### config.mk
export PLATFORM = sky130hd
export DESIGN_NAME = rmii_rx_fcs
export DESIGN_NICKNAME = d
export VERILOG_FILES = /design/src/rtl/rmii_pkg.sv /design/src/rtl/bin2gray.sv /design/src/rtl/crc32_dibit.sv /design/src/rtl/rmii_rx_fcs.sv
export SDC_FILE = /design/constraint.sdc
export NUM_CORES = 1
export LEC_CHECK = 0
export ABC_AREA = 1
export CORE_MARGIN = 1.5
export CORE_UTILIZATION = 40
export CTS_CLUSTER_SIZE = 10
export DETAILED_ROUTE_END_ITERATION = 6
export DONT_BUFFER_PORTS = 1
export PLACE_DENSITY_LB_ADDON = 0.08
export SYNTH_ARGS = -nofsm -noshare
export SYNTH_HDL_FRONTEND = slang
export SYNTH_SLANG_ARGS = --single-unit
### constraint.sdc
create_clock -name REF_CLK -period 2.05 [get_ports REF_CLK]
set_input_delay 0.41 -clock REF_CLK [delete_from_list [all_inputs] [get_ports REF_CLK]]
set_output_delay 0.41 -clock REF_CLK [all_outputs]
set_load 0.005 [all_outputs]
### src/rtl/rmii_pkg.sv
`default_nettype none
// ============================================================================
// rmii_pkg : shared constants for the RMII receive path (FSM codes, SFD, CRC)
// Revision : 1.0
// ============================================================================
package rmii_pkg;

    localparam logic [2:0] S_IDLE     = 3'd0;
    localparam logic [2:0] S_PREAMBLE = 3'd1;
    localparam logic [2:0] S_BODY     = 3'd2;
    localparam logic [2:0] S_END      = 3'd3;
    localparam logic [2:0] S_ALIGN    = 3'd4;
    localparam logic [2:0] S_DROP     = 3'd5;

    localparam logic [7:0]  SFD         = 8'hD5;
    localparam logic [31:0] CRC_POLY    = 32'hEDB88320;
    localparam logic [31:0] CRC_INIT    = 32'hFFFFFFFF;
    localparam logic [31:0] CRC_RESIDUE = 32'hDEBB20E3;

    // Index of each statistics counter in the counter array
    localparam int CNT_SUCC    = 0;
    localparam int CNT_BUFF_OF = 1;
    localparam int CNT_FCS_ERR = 2;
    localparam int CNT_LEN_ERR = 3;

endpackage
`default_nettype wire

### src/rtl/bin2gray.sv
`default_nettype none
// ============================================================================
// bin2gray : binary to reflected-gray code converter
// Revision : 1.0
// ============================================================================
module bin2gray #(
    parameter int W = 16
) (
    input  logic [W-1:0] i_bin,
    output logic [W-1:0] o_gray
);

    assign o_gray = i_bin ^ (i_bin >> 1);

endmodule
`default_nettype wire

### src/rtl/crc32_dibit.sv
`default_nettype none
// ============================================================================
// crc32_dibit : combinational reflected CRC-32 step over one dibit (bit0 first)
// Revision    : 1.0
// ============================================================================
module crc32_dibit
    import rmii_pkg::*;
(
    input  logic [31:0] i_crc,
    input  logic [1:0]  i_dibit,
    output logic [31:0] o_crc
);

    logic [31:0] w_crc;

    always_comb begin
        w_crc = i_crc;
        for (int i = 0; i < 2; i++) begin
            if (w_crc[0] ^ i_dibit[i])
                w_crc = {1'b0, w_crc[31:1]} ^ CRC_POLY;
            else
                w_crc = {1'b0, w_crc[31:1]};
        end
    end

    assign o_crc = w_crc;

endmodule
`default_nettype wire

### src/rtl/rmii_rx_fcs.sv
`default_nettype none
// ============================================================================
// rmii_rx_fcs : RMII receive front end with CRC-32, length and overflow checks
// Revision    : 1.0
// ============================================================================
module rmii_rx_fcs
    import rmii_pkg::*;
#(
    parameter int MIN_LEN = 64,
    parameter int MAX_LEN = 1522,
    parameter int CNT_W   = 16,
    parameter int LEN_W   = 11
) (
    input  logic             REF_CLK,
    input  logic             arst_n,
    input  logic [1:0]       RXD,
    input  logic             CRS_DV,
    input  logic             speed_10,
    input  logic             fifo_afull,
    output logic [7:0]       fifo_din,
    output logic             fifo_wren,
    output logic             fifo_EOD_in,
    output logic             fifo_ERR_in,
    output logic [CNT_W-1:0] succ_rx_count_gray,
    output logic [CNT_W-1:0] buff_OF_count_gray,
    output logic [CNT_W-1:0] fcs_err_count_gray,
    output logic [CNT_W-1:0] len_err_count_gray
);

    localparam logic [LEN_W-1:0] c_LEN_MIN   = LEN_W'(MIN_LEN);
    localparam logic [LEN_W-1:0] c_LEN_TRUNC = LEN_W'(MAX_LEN + 1);
    localparam logic [3:0]       c_DIV_LAST  = 4'd9;
    localparam logic [3:0]       c_DIV_SEN   = 4'd4;

    logic [1:0]       r_rxd, r_rxd_d;
    logic             r_crs, r_crs_d;
    logic [3:0]       r_div;
    logic [2:0]       r_state, w_state_nxt;
    logic [7:0]       r_seq;
    logic [1:0]       r_dib_cnt;
    logic [LEN_W-1:0] r_len;
    logic [31:0]      r_crc;
    logic             r_oct_rdy, r_crc_bad, r_runt;
    logic [CNT_W-1:0] r_cnt  [4];
    logic [CNT_W-1:0] w_gray [4];
    logic [3:0]       w_inc;

    logic             w_sen, w_dv, w_wr_body, w_wr_align;
    logic             w_crc_bad, w_runt, w_trunc_len;
    logic [7:0]       w_seq_nxt;
    logic [31:0]      w_crc_nxt;
    logic [LEN_W-1:0] w_len_nxt;

    // The dibit under evaluation is the delayed one, so its DV in 100M mode
    // can look at its own CRS_DV and the following one (nibble toggling).
    assign w_sen       = speed_10 ? (r_div == c_DIV_SEN) : 1'b1;
    assign w_dv        = speed_10 ? r_crs_d : (r_crs_d | r_crs);
    assign w_seq_nxt   = {r_rxd_d, r_seq[7:2]};
    assign w_len_nxt   = (r_len == c_LEN_TRUNC) ? r_len : r_len + 1'b1;
    assign w_crc_bad   = (r_crc != CRC_RESIDUE);
    assign w_runt      = (w_len_nxt < c_LEN_MIN);
    assign w_trunc_len = (w_len_nxt == c_LEN_TRUNC);

    // A completed octet is written on the sen after its last dibit
    assign w_wr_body  = (r_state == S_BODY) && r_oct_rdy && w_sen;
    assign w_wr_align = (r_state == S_ALIGN) && (r_len != '0);

    assign fifo_wren   = w_wr_body | w_wr_align;
    assign fifo_din    = w_wr_body ? r_seq : 8'h00;
    assign fifo_EOD_in = w_wr_align | (w_wr_body & (fifo_afull | w_trunc_len | ~w_dv));
    assign fifo_ERR_in = w_wr_align |
                         (w_wr_body & (fifo_afull | w_trunc_len | (~w_dv & (w_crc_bad | w_runt))));

    crc32_dibit u_crc (
        .i_crc   (r_crc),
        .i_dibit (r_rxd_d),
        .o_crc   (w_crc_nxt)
    );

    always_comb begin
        w_state_nxt = r_state;
        w_inc       = '0;
        case (r_state)
            S_IDLE: begin
                if (r_crs) begin
                    if (fifo_afull) begin
                        w_inc[CNT_BUFF_OF] = 1'b1;
                        w_state_nxt        = S_DROP;
                    end else begin
                        w_state_nxt = S_PREAMBLE;
                    end
                end
            end
            S_PREAMBLE: begin
                if (w_sen) begin
                    if (!w_dv)                   w_state_nxt = S_IDLE;
                    else if (w_seq_nxt == SFD)   w_state_nxt = S_BODY;
                end
            end
            S_BODY: begin
                if (w_sen) begin
                    if (r_oct_rdy) begin
                        if (fifo_afull) begin
                            w_inc[CNT_BUFF_OF] = 1'b1;
                            w_state_nxt        = S_DROP;
                        end else if (w_trunc_len) begin
                            w_inc[CNT_LEN_ERR] = 1'b1;
                            w_state_nxt        = S_DROP;
                        end else if (!w_dv) begin
                            w_state_nxt = S_END;
                        end
                    end else if (!w_dv) begin
                        w_state_nxt = S_ALIGN;
                    end
                end
            end
            S_END: begin
                w_state_nxt = S_IDLE;
                if (r_runt)          w_inc[CNT_LEN_ERR] = 1'b1;
                else if (r_crc_bad)  w_inc[CNT_FCS_ERR] = 1'b1;
                else                 w_inc[CNT_SUCC]    = 1'b1;
            end
            S_ALIGN: begin
                w_state_nxt = S_IDLE;
                if (r_len != '0) w_inc[CNT_FCS_ERR] = 1'b1;
            end
            S_DROP: begin
                if (w_sen && !w_dv) w_state_nxt = S_IDLE;
            end
            default: w_state_nxt = S_DROP;
        endcase
    end

    always_ff @(posedge REF_CLK or negedge arst_n) begin
        if (!arst_n) begin
            r_rxd     <= '0;
            r_rxd_d   <= '0;
            r_crs     <= 1'b0;
            r_crs_d   <= 1'b0;
            r_div     <= '0;
            r_state   <= S_IDLE;
            r_seq     <= '0;
            r_dib_cnt <= '0;
            r_len     <= '0;
            r_crc     <= CRC_INIT;
            r_oct_rdy <= 1'b0;
            r_crc_bad <= 1'b0;
            r_runt    <= 1'b0;
            for (int i = 0; i < 4; i++) r_cnt[i] <= '0;
        end else begin
            r_rxd   <= RXD;
            r_crs   <= CRS_DV;
            r_rxd_d <= r_rxd;
            r_crs_d <= r_crs;
            r_state <= w_state_nxt;

            if ((r_state == S_IDLE) && r_crs)  r_div <= '0;
            else if (r_div == c_DIV_LAST)      r_div <= '0;
            else                               r_div <= r_div + 1'b1;

            if (w_sen) r_seq <= w_seq_nxt;

            if (r_state == S_PREAMBLE) begin
                r_dib_cnt <= '0;
                r_len     <= '0;
                r_crc     <= CRC_INIT;
                r_oct_rdy <= 1'b0;
            end else if ((r_state == S_BODY) && w_sen) begin
                if (w_wr_body) r_len <= w_len_nxt;
                if (w_dv) begin
                    r_crc     <= w_crc_nxt;
                    r_dib_cnt <= r_dib_cnt + 1'b1;
                    r_oct_rdy <= (r_dib_cnt == 2'd3);
                end else begin
                    r_oct_rdy <= 1'b0;
                end
                if (w_wr_body && !w_dv) begin
                    r_crc_bad <= w_crc_bad;
                    r_runt    <= w_runt;
                end
            end

            for (int i = 0; i < 4; i++)
                if (w_inc[i]) r_cnt[i] <= r_cnt[i] + 1'b1;
        end
    end

    generate
        for (genvar g = 0; g < 4; g++) begin : g_gray
            bin2gray #(.W(CNT_W)) u_b2g (
                .i_bin  (r_cnt[g]),
                .o_gray (w_gray[g])
            );
        end
    endgenerate

    assign succ_rx_count_gray = w_gray[CNT_SUCC];
    assign buff_OF_count_gray = w_gray[CNT_BUFF_OF];
    assign fcs_err_count_gray = w_gray[CNT_FCS_ERR];
    assign len_err_count_gray = w_gray[CNT_LEN_ERR];

endmodule
`default_nettype wire
# Word level (Yosys, flattened, before mapping)
# Index checks and enable logic that the tools add are counted.
# W data, S select, Z words.
[totals]
reg_bits = 133
input_bits = 7
output_inout_bits = 75
wordCells = 134
[classes]
add_sub_neg = 7
order_cmp = 1
eq_ne = 19
n_mux = 51
n_bitwise = 21
reduce_logical = 18
[ops]
columns = ["op", "n"]
rows = [
  ["$mux W32", 5],
  ["$add A16 B1 Y16 const B", 4],
  ["$xor A16 B15 Y16", 4],
  ["$mux W11", 4],
  ["$mux W3", 12],
  ["$ne A32 B32 Y1 const B", 1],
  ["$not A13 Y14", 2],
  ["$eq A11 B11 Y1 const B", 2],
  ["$mux W1", 20],
  ["$pmux W3 S5", 1],
  ["$add A11 B1 Y11 const B", 1],
  ["$lt A11 B7 Y1 const B", 1],
  ["$reduce_bool A11 Y1", 1],
  ["$eq A8 B8 Y1 const B", 1],
  ["$mux W4", 2],
  ["$mux W8", 1],
  ["$ne A2 B2 Y1 const B", 4],
  ["$or A1 B1 Y1", 8],
  ["$logic_and A1 B1 Y1", 7],
  ["$reduce_and A7 Y1", 1],
  ["$eq A3 B2 Y1 const B", 2],
  ["$eq A3 B3 Y1 const B", 2],
  ["$mux W2", 3],
  ["$ne A3 B3 Y1 const B", 2],
  ["other kinds (17)", 26],
]

# Depth between registers and ports, before layout
# Gate-level depths: netlist (run 1).
[logic_depth]
word_depth = 8
mapped_depth = 14
depth_no_buf = 14

# Modules after synthesis
# A second synthesis (run 1) with hierarchy kept.
[unflattened]
hier_cells = 1122
hier_area_um2 = 8150.3
[modules_own_cells]
columns = ["mod", "n_inst", "cells_per_inst", "area_each_um2", "seq_area_each_um2"]
rows = [
  ["rmii_rx_fcs", 1, 797, 6759.0, 3368.2],
  ["bin2gray", 4, 62, 236.5, 0.0],
  ["crc32_dibit", 1, 77, 445.4, 0.0],
]

# Least setup slack after synthesis (run 1)
# Ideal clock, no wire load.
[synth_path]
path_kind = "reg2out"
from = "register r_len[1]"
to = "output port fifo_ERR_in"
t_arrival_ns = 1.588
required_ns = 1.640
path_slack_ns = 0.052
stages_incl_launch_ff = 13
n_path_buf = 0
cell_sequence = "dfrtp_1 -> ha_1 -> nand3_2 -> nor2_4 -> xor2_2 -> nand2_1 -> nor2_1 -> nand3_1 -> nand2_1 -> inv_1 -> nand2_1 -> nand2_1 -> nand2_1"
[synth_between]
elab_chain_cells = 8
[synth_lines]
columns = ["element", "line_no", "text"]
rows = [
  ["start, declared", "rmii_rx_fcs.sv:41", "logic [LEN_W-1:0] r_len;"],
  ["start signal, assigned", "rmii_rx_fcs.sv:169", "if (w_wr_body) r_len <= w_len_nxt;"],
  ["$add A11 B1 Y11 or $eq A11 B11 Y1 (tied branches)", "rmii_rx_fcs.sv:59", "assign w_len_nxt = (r_len == c_LEN_TRUNC) ? r_len : r_len + 1'b1;"],
  ["$mux W11", "rmii_rx_fcs.sv:59", ""],
  ["$lt A11 B7 Y1", "rmii_rx_fcs.sv:61", "assign w_runt = (w_len_nxt < c_LEN_MIN);"],
  ["$or A1 B1 Y1", "rmii_rx_fcs.sv:72", "(w_wr_body & (fifo_afull | w_trunc_len | (~w_dv & (w_crc_bad | w_runt))));"],
  ["$and A1 B1 Y1", "rmii_rx_fcs.sv:72", ""],
  ["$or A1 B1 Y1", "rmii_rx_fcs.sv:72", ""],
  ["$and A1 B1 Y1", "rmii_rx_fcs.sv:72", ""],
  ["$or A1 B1 Y1 *", "rmii_rx_fcs.sv:71", "assign fifo_ERR_in = w_wr_align |"],
  ["end, declared", "rmii_rx_fcs.sv:23", "output logic fifo_ERR_in,"],
]
# Mark *: on every way between the ends. The rest lies on a longest branch, timed or not.

# Worst setup path after layout (run 1)
[layout_path]
from = "register r_len[0]"
to = "output port fifo_ERR_in"
# Same word-level chain as after synthesis.

==> impl_metrics.tcl, run 1 <==
set metrics [dict create \
    total_leakage_power_nw 4.35 \
    r2r-start "r_len[0]" \
    numClockSinks 133 \
    detailedRoute.firstPassIterationCount 5 \
    finish.net_count 917 \
    finalSetupViolations 13 \
    grt_max_degree 134 \
    worst_ir_drop_vdd_mv 0.676 \
    grt_antenna_before_repair 0 \
    grt_pass1_wl_mm 27.2 \
    syn_to_final_growth_pct 21.5 \
    status "finished, violations left" \
    synth_ff_type "sky130_fd_sc_hd__dfrtp_1" \
    gp_routability_congestion 0.877 \
    place_worst_setup_slack_ps -119 \
    cp_data_required_time_ps 1640 \
    critical_path.reg2reg.endpoint "r_state[1]" \
    final-seq-area_um2 3370 \
    grt_pass1_vias 5507 \
    synthTopCellsByArea "sky130_fd_sc_hd__dfrtp_1 35%, sky130_fd_sc_hd__dfstp_2 11%, sky130_fd_sc_hd__ha_1 10%" \
    worst_skew_pair.late_latency_ps 420 \
    maxSlewViolCount 0 \
    core_region_area_um2 18000 \
    cts_made_buffers 17 \
    multiInputGateArea_um2 3770 \
    total_via_count_after_detailed_routing 5462 \
    r2r.worst_path.cells 14 \
    yosysWarningCount 0 \
    post_synthesis_cells 789 \
    criticalPathCategory "flip-flop to primary output" \
    synthesis.area_per_instance_um2 9.27 \
    cap_viol_max_count 0 \
    syn-num-nets 855 \
    synth_area_um2 7320 \
    synth_commonest_cells "158 x sky130_fd_sc_hd__nand2_1, 101 x sky130_fd_sc_hd__dfrtp_1, 90 x sky130_fd_sc_hd__inv_1" \
    top_cell_type_by_total_area_after_synthesis "sky130_fd_sc_hd__dfrtp_1" \
    critPathLaunch "r_len[0]" \
    cp-start-kind "flip-flop" \
    root_buf_cell "sky130_fd_sc_hd__clkbuf_16" \
    initial_util 0.407 \
    synth_async_sr_flop_share 1.00 \
    route.antenna.remaining_nets 0 \
    clock_skew_ps 9.93 \
    total_power_divided_by_cell_area_nw_per_um2 900 \
    setup_repair_after_global_routing_missed_its_margin "yes" \
    totalPowerFinal_mw 8.00 \
    layout_min_cycle_time_ps 2530 \
    synth_enable_flop_cells 0 \
    yosysUniqueCellTypes 40 \
    yosys_register_bits 133 \
    place.detailed.hpwl_mm 10.8 \
    globalRouteOverflowTotal 0 \
    drtIter0Drc 355 \
    fp.dieH_um 138 \
    n_fill_cell 1676 \
    synth-seq-area-share 0.460 \
    clock_tree.htree_level_count 4 \
    cts.path.max_buffers 2 \
    max_freq_mhz 395 \
    reg2reg_setup_slack_ps -40 \
    post_drt_via_cell_ratio 5.00 \
    postLayoutSetupSlackWorst_ps -483 \
    worst_slew_margin_rel 0.609 \
    design.die.area_um2 19100 \
    cp.arrival_ps 2120 \
    drt_drc_violations_left 0 \
    yosysMostFrequentCell "sky130_fd_sc_hd__nand2_1" \
    io_pins 82 \
    critical_path.endpoint_type "primary output" \
    critical_path.max_fanout 5 \
    detail_route.wirelength_mm 16.0 \
    finalHoldWorstSlack_ps -321 \
    antenna_cells 0 \
    row_count 49 \
    worst_setup_hold_path_clk_slew_ps 60 \
    drive_gt1_frac 0.233 \
    hold_viol 133 \
    worst_slew_pin_slew_ps 582 \
    io_buffer_count 0 \
    routed_wire_length_per_instance_um 14.7 \
    clock_tree_from_tritoncts "yes" \
    cts_hold_buffers 3 \
    timing.hold.worst.class "primary input to asynchronous set/reset pin" \
    grt_util_all_layers 0.174 \
    synth.top_cell.area_share 0.345 \
    post-route-period-util 1.24 \
    chipWidth_um 138 \
    violations "negative hold slack, negative setup slack" \
]
area by class of cell:
type | instances | share of cell area
multi-input cells | 543 | 0.424
flip-flops and latches | 133 | 0.379
repair buffers | 60 | 0.0566
clock buffers | 18 | 0.0494
inverters | 96 | 0.0410
well taps | 229 | 0.0322
clock inverters | 13 | 0.0177
cells in the final DEF (no fill, tap or decap), types with 6 or more instances in the layout:
cell and n:
sky130_fd_sc_hd__a21oi_1 19, sky130_fd_sc_hd__a22oi_1 11, sky130_fd_sc_hd__buf_4 52, sky130_fd_sc_hd__clkbuf_16 17, sky130_fd_sc_hd__dfrtp_1 98, sky130_fd_sc_hd__dfstp_2 32
sky130_fd_sc_hd__ha_1 58, sky130_fd_sc_hd__inv_1 89, sky130_fd_sc_hd__mux2_2 6, sky130_fd_sc_hd__nand2_1 149, sky130_fd_sc_hd__nand2_2 10, sky130_fd_sc_hd__nand3_1 27
sky130_fd_sc_hd__nand3_2 6, sky130_fd_sc_hd__nand3_4 6, sky130_fd_sc_hd__nand4_1 21, sky130_fd_sc_hd__nor2_1 35, sky130_fd_sc_hd__nor2_2 9, sky130_fd_sc_hd__nor2_4 19
sky130_fd_sc_hd__nor3_1 11, sky130_fd_sc_hd__nor4_1 6, sky130_fd_sc_hd__o21ai_0 29, sky130_fd_sc_hd__o21ai_1 9, sky130_fd_sc_hd__o22ai_1 10, sky130_fd_sc_hd__xnor2_1 22
sky130_fd_sc_hd__xor2_1 57
timing repair:
item                                   4_1_cts  5_1_grt
gates resized for setup                     20       57
endpoints found under the hold margin      136      133
buffers inserted                             4       16
setup endpoints to repair                   11       69
pin swaps                                    9       22
power by group:
group	internal [mW]	total, mW	switching [mW]
registers	3.02	3.28	0.260
logic	0.634	1.62	0.981
clock network	1.93	3.11	1.18
metal layers:
layer | vias to the layer above | global-route usage | wire length [µm]
li1 | 2695 | - | -
met1 | 2612 | 0.240 | 7650
met2 | 131 | 0.266 | 7410
met3 | 24 | 0.0388 | 675
met4 | 0 | 0.0687 | 274
met5 | - | 0 | 0
sequential cells by signal, indices dropped and copies added (netlist names), 2 cells and up:
name / cells
r_rxd: 2
r_state: 3
r_len: 11
r_dib_cnt: 2
r_cnt: 64
r_seq: 8
r_crc: 32
r_div: 4
r_rxd_d: 2
per-stage QoR:
step | instance area [µm²] | util | hold WS (ps) | setup TNS (ps) | std cells
2_1_floorplan | 7320 | - | 114 | 0 | 789
3_3_place_gp | 7820 | 0.435 | 118 | -131 | 1039
3_5_place_dp | 7820 | 0.435 | 118 | -139 | 1039
4_1_cts | 8550 | 0.476 | -339 | -1150 | 1077
5_1_grt | 8890 | 0.495 | -343 | -4390 | 1092
6_report | 8890 | 0.495 | -321 | -1440 | 1092
critical path, cell delays in order, from the launching register on:
cell	delay [ps]
sky130_fd_sc_hd__dfrtp_1	400
sky130_fd_sc_hd__ha_4	180
sky130_fd_sc_hd__nand3_4	90
sky130_fd_sc_hd__nor2_4	190
sky130_fd_sc_hd__xor2_2	230
sky130_fd_sc_hd__nand2_1	70
sky130_fd_sc_hd__nor2_1	100
sky130_fd_sc_hd__nand3_1	100
sky130_fd_sc_hd__nand2_1	100
sky130_fd_sc_hd__inv_1	50
sky130_fd_sc_hd__nand2_1	50
sky130_fd_sc_hd__nand2_1	50
sky130_fd_sc_hd__nand2_2	80
worst max path at each step:
stage	end	slack, ps	cells past startpoint
floorplan	fifo_ERR_in	50	12
global placement	fifo_ERR_in	-130	11
detailed placement	fifo_ERR_in	-120	11
CTS	fifo_EOD_in	-460	12
global route	fifo_ERR_in	-660	12
finish	fifo_ERR_in	-480	12
kinds of logic after synthesis:
kind of cell / count (synthesis) / share of synthesized area
fa+ha+maj: 59 / 0.101
flops: 133 / 0.460
mux: 6 / 0.00923
simple gates: 308 / 0.190
compound gates: 85 / 0.0675
buf+inv: 113 / 0.0622
xor+xnor: 85 / 0.110
No activity file was read; power rests on OpenSTA's default activity.
==> run 2: changes to the inputs <==
--- a/config.mk
+++ b/config.mk
@@ -11,7 +11,7 @@
 export CTS_CLUSTER_SIZE = 10
 export DETAILED_ROUTE_END_ITERATION = 6
 export DONT_BUFFER_PORTS = 1
-export PLACE_DENSITY_LB_ADDON = 0.08
+export PLACE_DENSITY = 0.52
 export SYNTH_ARGS = -nofsm -noshare
 export SYNTH_HDL_FRONTEND = slang
 export SYNTH_SLANG_ARGS = --single-unit
==> run 2 against run 1 <==
The flow still finishes with violations (negative hold slack, negative setup slack); cell count is 0.18% higher; non-clock buffer count rose by 1; core utilization up 0.62 points; power decreased by 3.2%; worst hold slack barely moved; routed wire length up 3.1%; sequential power is essentially flat; global-route usage decreased by 0.21 points; clock power fell by 5%; clock-buffer cell count grew 1; die area stayed put; sequential share of layout area is 0.46 points lower; critical endpoint unchanged.
==> impl_metrics.tcl, run 2 (synthesized netlist as in run 1, its figures left out) <==
set metrics [dict create \
    status "finished, violations left" \
    violations "negative hold slack, negative setup slack" \
    cp_slowest_stage_delay_ps 400 \
    detail_route.wirelength_mm 16.5 \
    globalRouteOverflowTotal 0 \
    hold_viol 133 \
    initial_util 0.407 \
    gp_routability_congestion 0.861 \
    root_buf_cell "sky130_fd_sc_hd__clkbuf_16" \
    cp.arrival_ps 2110 \
    cp_data_required_time_ps 1640 \
    clock_tree.htree_level_count 4 \
    finish.utilization 0.501 \
    maxSlewViolCount 0 \
    worst_slew_pin_slew_ps 425 \
    finish.net_count 918 \
    cts_hold_buffers 3 \
    cp-start-kind "flip-flop" \
    finalHoldWorstSlack_ps -322 \
    final.setup.tns_ps -1520 \
    largest_register_ffs 64 \
    io_buffer_count 0 \
    postLayoutSetupSlackWorst_ps -472 \
    criticalPathCategory "flip-flop to primary output" \
    crit_path_top_delay_cell "sky130_fd_sc_hd__dfrtp_1" \
    grt_antenna_before_repair 0 \
    met3_usage 0.0430 \
    cp_num_buf_inv 1 \
    core_region_area_um2 18000 \
    post-route-period-util 1.23 \
    place_worst_setup_slack_ps -49.7 \
    grt_util_all_layers 0.172 \
    grt_pass1_vias 5560 \
    largest_register "r_cnt" \
    total_power_divided_by_cell_area_nw_per_um2 860 \
    io_pins 82 \
    numClockSinks 133 \
    critical_path.max_fanout 5 \
    post_dp_cell_area_um2 7780 \
    drive_gt1_frac 0.274 \
    clock_tree_from_tritoncts "yes" \
    drtIter0Drc 297 \
    fp.dieH_um 138 \
    design.die.area_um2 19100 \
    totalPowerFinal_mw 7.74 \
    cts_made_buffers 17 \
    max_freq_mhz 397 \
    total_via_count_after_detailed_routing 5489 \
    worst_slew_margin_rel 0.716 \
    crit_top_cell "sky130_fd_sc_hd__nand2_1" \
    worst_skew_pair.late_latency_ps 420 \
    cts.path.max_buffers 2 \
    post_drt_via_cell_ratio 5.02 \
    grt_util_met2 0.268 \
    crit_path_cell_trace "ha_4 -> nand3_4 -> nor2_4 -> xor2_2 -> nand2_1 -> nor2_2 -> nand3_2 -> nand2_2 -> inv_1 -> nand2_1 -> nand2_1 -> nand2_2" \
    grt_pass1_wl_mm 27.1 \
    finalSetupViolations 20 \
    row_count 49 \
    detailedRoute.firstPassIterationCount 4 \
    cap_viol_max_count 0 \
    worst_ir_drop_vdd_mv 0.713 \
    timing.hold.worst.class "primary input to asynchronous set/reset pin" \
    most-common-layout-cells "132 x sky130_fd_sc_hd__nand2_1, 97 x sky130_fd_sc_hd__dfrtp_1, 88 x sky130_fd_sc_hd__inv_1" \
    route.antenna.remaining_nets 0 \
    layout_min_cycle_time_ps 2520 \
    top_usage_layer "met2" \
    grt.met1_usage 0.238 \
    chipWidth_um 138 \
    layout_top_registers "r_cnt x64, r_crc x32, r_len x11" \
    critical_path.endpoint_type "primary output" \
    grt_max_degree 134 \
    clock_skew_ps 11.3 \
    routed_wire_length_per_instance_um 15.1 \
    total_leakage_power_nw 4.46 \
    setup_repair_after_global_routing_missed_its_margin "yes" \
    syn_to_final_growth_pct 23.0 \
    place.detailed.hpwl_mm 10.9 \
    worst_setup_hold_path_clk_slew_ps 70 \
    drt_drc_violations_left 0 \
    cell_family_with_the_largest_share_of_critical_path_delay "simple AND/OR/NAND/NOR gates" \
    area_of_all_placed_cells_without_fillers_um2 9000 \
    antenna_cells 0 \
    layout_commonest_cell "sky130_fd_sc_hd__nand2_1" \
]
-- run 2: metrics by stage --
step | std cells | hold slack (ps)
finish | 1094 | -322
global route | 1094 | -338
CTS | 1076 | -333
detailed placement | 1034 | 117
global placement | 1034 | 117
floorplan | 789 | 114
-- run 2: report_power, final --
| part | internal, mW | switching [mW] |
|---|---|---|
| logic | 0.565 | 0.931 |
| clock network | 1.74 | 1.21 |
| registers | 3.02 | 0.268 |
| total | 5.33 | 2.41 |
-- run 2: what timing repair did --
item | CTS | global route
gates resized for setup | 28 | 83
cloned | 2 | 2
buffers inserted | 5 | 17
endpoints found under the setup margin | 12 | 66
hold endpoints to repair | 136 | 133
pin swaps | 10 | 25
-- run 2: cell type report --
| type | count | area (µm²) |
|---|---|---|
| clock buffers | 19 | 453 |
| clock inverters | 13 | 123 |
| fillers | 1638 | 8960 |
| inverters | 96 | 373 |
| multi-input cells | 543 | 3830 |
| flip-flops and latches | 133 | 3370 |
| well taps | 229 | 287 |
| repair buffers | 61 | 566 |
-- run 2: layer usage --
metal / vias to the layer above / wire [µm]
li1: 2709 / -
met1: 2667 / 7800
met3: 15 / 535
met4: 0 / 261
met5: - / 0
met2: 98 / 7910
-- run 2: worst paths after layout --
kind	startpoint	to	slack, ps	depth (start not counted)
max	r_len[0]	fifo_ERR_in	-470	12
min	arst_n	r_cnt[0]	-320	0
max reg2reg	r_len[0]	r_cnt[2]	-50	13
min reg2reg	r_rxd[1]	r_rxd_d[1]	350	0
max in group asynchronous	arst_n	r_crc[31]	2120	0
min in group REF_CLK	fifo_afull	r_state[0]	340	5
-- run 2: worst reg2reg max path, delay by kind of cell, from the launching register on --
| family | cells | cell delay, ps |
|---|---|---|
| XOR/XNOR | 1 | 220 |
| buffers and inverters | 3 | 450 |
| flip-flops | 1 | 400 |
| AND/OR/NAND/NOR | 8 | 790 |
| adder cells (fa/ha/maj) | 1 | 180 |
==> run 3: changes to the inputs <==
--- a/config.mk
+++ b/config.mk
@@ -12,6 +12,8 @@
 export DETAILED_ROUTE_END_ITERATION = 6
 export DONT_BUFFER_PORTS = 1
 export PLACE_DENSITY = 0.52
+export SETUP_SLACK_MARGIN = 0.5
+export SLEW_MARGIN = 20
 export SYNTH_ARGS = -nofsm -noshare
 export SYNTH_HDL_FRONTEND = slang
 export SYNTH_SLANG_ARGS = --single-unit
==> run 3 against run 2 <==
The run still ends with negative hold slack, negative setup slack left; cell area rose by 22%; routed wire length rose by 12%; die area did not move; sequential power barely moved; sequential share of layout area fell by 6.3 points; clock-buffer cell count rose by 2; power rose by 23%; combinational power rose by 80%; core utilization rose by 11 points; critical path type unchanged.
==> impl_metrics.tcl, run 3 (synthesized netlist as in run 1, its figures left out) <==
set metrics [dict create \
    status "finished, violations left" \
    violations "negative hold slack, negative setup slack" \
    io_buffer_count 0 \
    post_dp_cell_area_um2 7830 \
    critical_path.endpoint_type "primary output" \
    routed_wire_length_per_instance_um 15.7 \
    layout_commonest_cell "sky130_fd_sc_hd__nand2_1" \
    hold_viol 133 \
    cap_viol_max_count 0 \
    core_region_area_um2 18000 \
    max_freq_mhz 389 \
    final_standard_cell_count_with_taps_included_and_fillers_excluded 1182 \
    numClockSinks 133 \
    row_count 49 \
    n_fill_cell 1452 \
    cts_made_buffers 17 \
    fp.dieH_um 138 \
    cp-start-kind "flip-flop" \
    syn_to_final_growth_pct 49.6 \
    critical_path.max_fanout 5 \
    switching_share 0.315 \
    multiInputGateArea_um2 4780 \
    place_worst_setup_slack_ps -82.1 \
    cp_slowest_stage_delay_ps 390 \
    crit_path_cell_trace "ha_4 -> nand3_4 -> nor2_4 -> xor2_4 -> nand2_1 -> nor2_1 -> nand3_1 -> nand2_1 -> inv_1 -> nand2_1 -> nand2_1 -> nand2_2" \
    clock_skew_ps 9.19 \
    r2r.worst_path.cells 18 \
    area_of_all_placed_cells_without_fillers_um2 10900 \
    place.detailed.hpwl_mm 10.8 \
    maxSlewViolCount 0 \
    totalPowerFinal_mw 9.49 \
    detail_route.wirelength_mm 18.6 \
    finalSetupViolations 18 \
    grt_util_all_layers 0.194 \
    finish.utilization 0.609 \
    crit_top_cell "sky130_fd_sc_hd__nand2_1" \
    grt_pass1_vias 6262 \
    setup_repair_after_global_routing_missed_its_margin "yes" \
    initial_util 0.407 \
    finalHoldWorstSlack_ps -320 \
    antenna_cells 0 \
    grt_max_degree 134 \
    switchingPower_mw 2.99 \
    cp.arrival_ps 2160 \
    worst_slew_margin_rel 0.699 \
    drive_gt1_frac 0.469 \
    cts.path.max_buffers 2 \
    root_buf_cell "sky130_fd_sc_hd__clkbuf_16" \
    worst_skew_pair.late_latency_ps 420 \
    largest_register_ffs 64 \
    timing.hold.worst.class "primary input to asynchronous set/reset pin" \
    drt_drc_violations_left 0 \
    total_via_count_after_detailed_routing 5940 \
    post_drt_via_cell_ratio 5.03 \
    postLayoutSetupSlackWorst_ps -518 \
    drtIter0Drc 199 \
    chipWidth_um 138 \
    detailedRoute.firstPassIterationCount 4 \
    post-route-period-util 1.25 \
    grt_pass1_wl_mm 30.5 \
    cp_num_cells 12 \
    criticalPathCategory "flip-flop to primary output" \
    clock_tree_from_tritoncts "yes" \
    io_pins 82 \
    worst_slew_pin_slew_ps 448 \
    design.die.area_um2 19100 \
    globalRouteOverflowTotal 0 \
    power_frac_comb 0.284 \
    p_clk_frac 0.365 \
    crit_path_top_delay_cell "sky130_fd_sc_hd__dfrtp_1" \
    cp_num_buf_inv 1 \
    largest_register "r_cnt" \
    gp_routability_congestion 0.838 \
    worst_setup_hold_path_clk_slew_ps 60 \
    route.antenna.remaining_nets 0 \
    final.setup.tns_ps -2830 \
    layout_min_cycle_time_ps 2570 \
    finish.net_count 1006 \
    power_report.internal_total_mw 6.50 \
    placedCellCount 1030 \
    cts_hold_buffers 3 \
    most-common-layout-cells "140 x sky130_fd_sc_hd__nand2_1, 98 x sky130_fd_sc_hd__buf_4, 83 x sky130_fd_sc_hd__inv_1" \
    final-seq-area_um2 3410 \
    total_leakage_power_nw 4.91 \
    layout_top_registers "r_cnt x64, r_crc x32, r_len x11" \
    worst_ir_drop_vdd_mv 0.651 \
    total_power_divided_by_cell_area_nw_per_um2 867 \
    cell_family_with_the_largest_share_of_critical_path_delay "simple AND/OR/NAND/NOR gates" \
    clock_tree.htree_level_count 4 \
    cp_data_required_time_ps 1640 \
    grt_antenna_before_repair 0 \
    seq_power_share 0.350 \
]
## run 3: cell types whose count changed in the layout (fill, tap and decap cells not counted), moves of 25 or more
cell                      delta
sky130_fd_sc_hd__nor2_4     +25
sky130_fd_sc_hd__ha_1       -42
sky130_fd_sc_hd__dfrtp_2    +32
sky130_fd_sc_hd__dfrtp_1    -32
sky130_fd_sc_hd__buf_4      +49
sky130_fd_sc_hd__ha_4       +42
sky130_fd_sc_hd__buf_6      +29
## run 3: metal layers
layer | GRT usage | vias up | part of all wire
li1 | - | 2892 | -
met1 | 0.253 | 2908 | 0.46
met2 | 0.315 | 111 | 0.48
met3 | 0.0478 | 29 | 0.037
met4 | 0.0687 | 0 | 0.019
met5 | 0 | - | 0
## run 3: repair_timing
action / 4_1_cts / 5_1_grt
endpoints found under the setup margin: 161 / 180
setup buffers: 70 / 39
pin swaps: 68 / 74
gates resized for setup: 185 / 111
endpoints found under the hold margin: 136 / 133
gates cloned: 8 / 0
## run 3: power groups by stage
stage | clock network (mW) | registers, mW | logic (mW)
floorplan | 0 | 3.26 | 1.10
global placement | 0 | 3.30 | 1.41
detailed placement | 0 | 3.32 | 1.45
CTS | 3.54 | 3.29 | 2.39
global route | 3.67 | 3.36 | 2.92
finish | 3.47 | 3.32 | 2.70
## run 3: layout make-up
cell class,count,share of cell area
multi-input combinational,543,0.437
clock inverter,11,0.0178
tap,229,0.0262
clock buffer,21,0.0430
timing repair inverter,3,0.00446
timing repair buffer,146,0.125
sequential,133,0.312
inverter,96,0.0353
## run 3: path summary, 6_finish.rpt
check | from | to | slack (ps)
max | r_len[0] | fifo_ERR_in | -520
min | arst_n | r_cnt[10] | -320
max reg2reg | r_len[0] | r_state[1] | -460
min reg2reg | r_rxd[0] | r_rxd_d[0] | 350
max in group asynchronous | arst_n | r_crc[0] | 2080
min in group REF_CLK | speed_10 | r_len[3] | 310
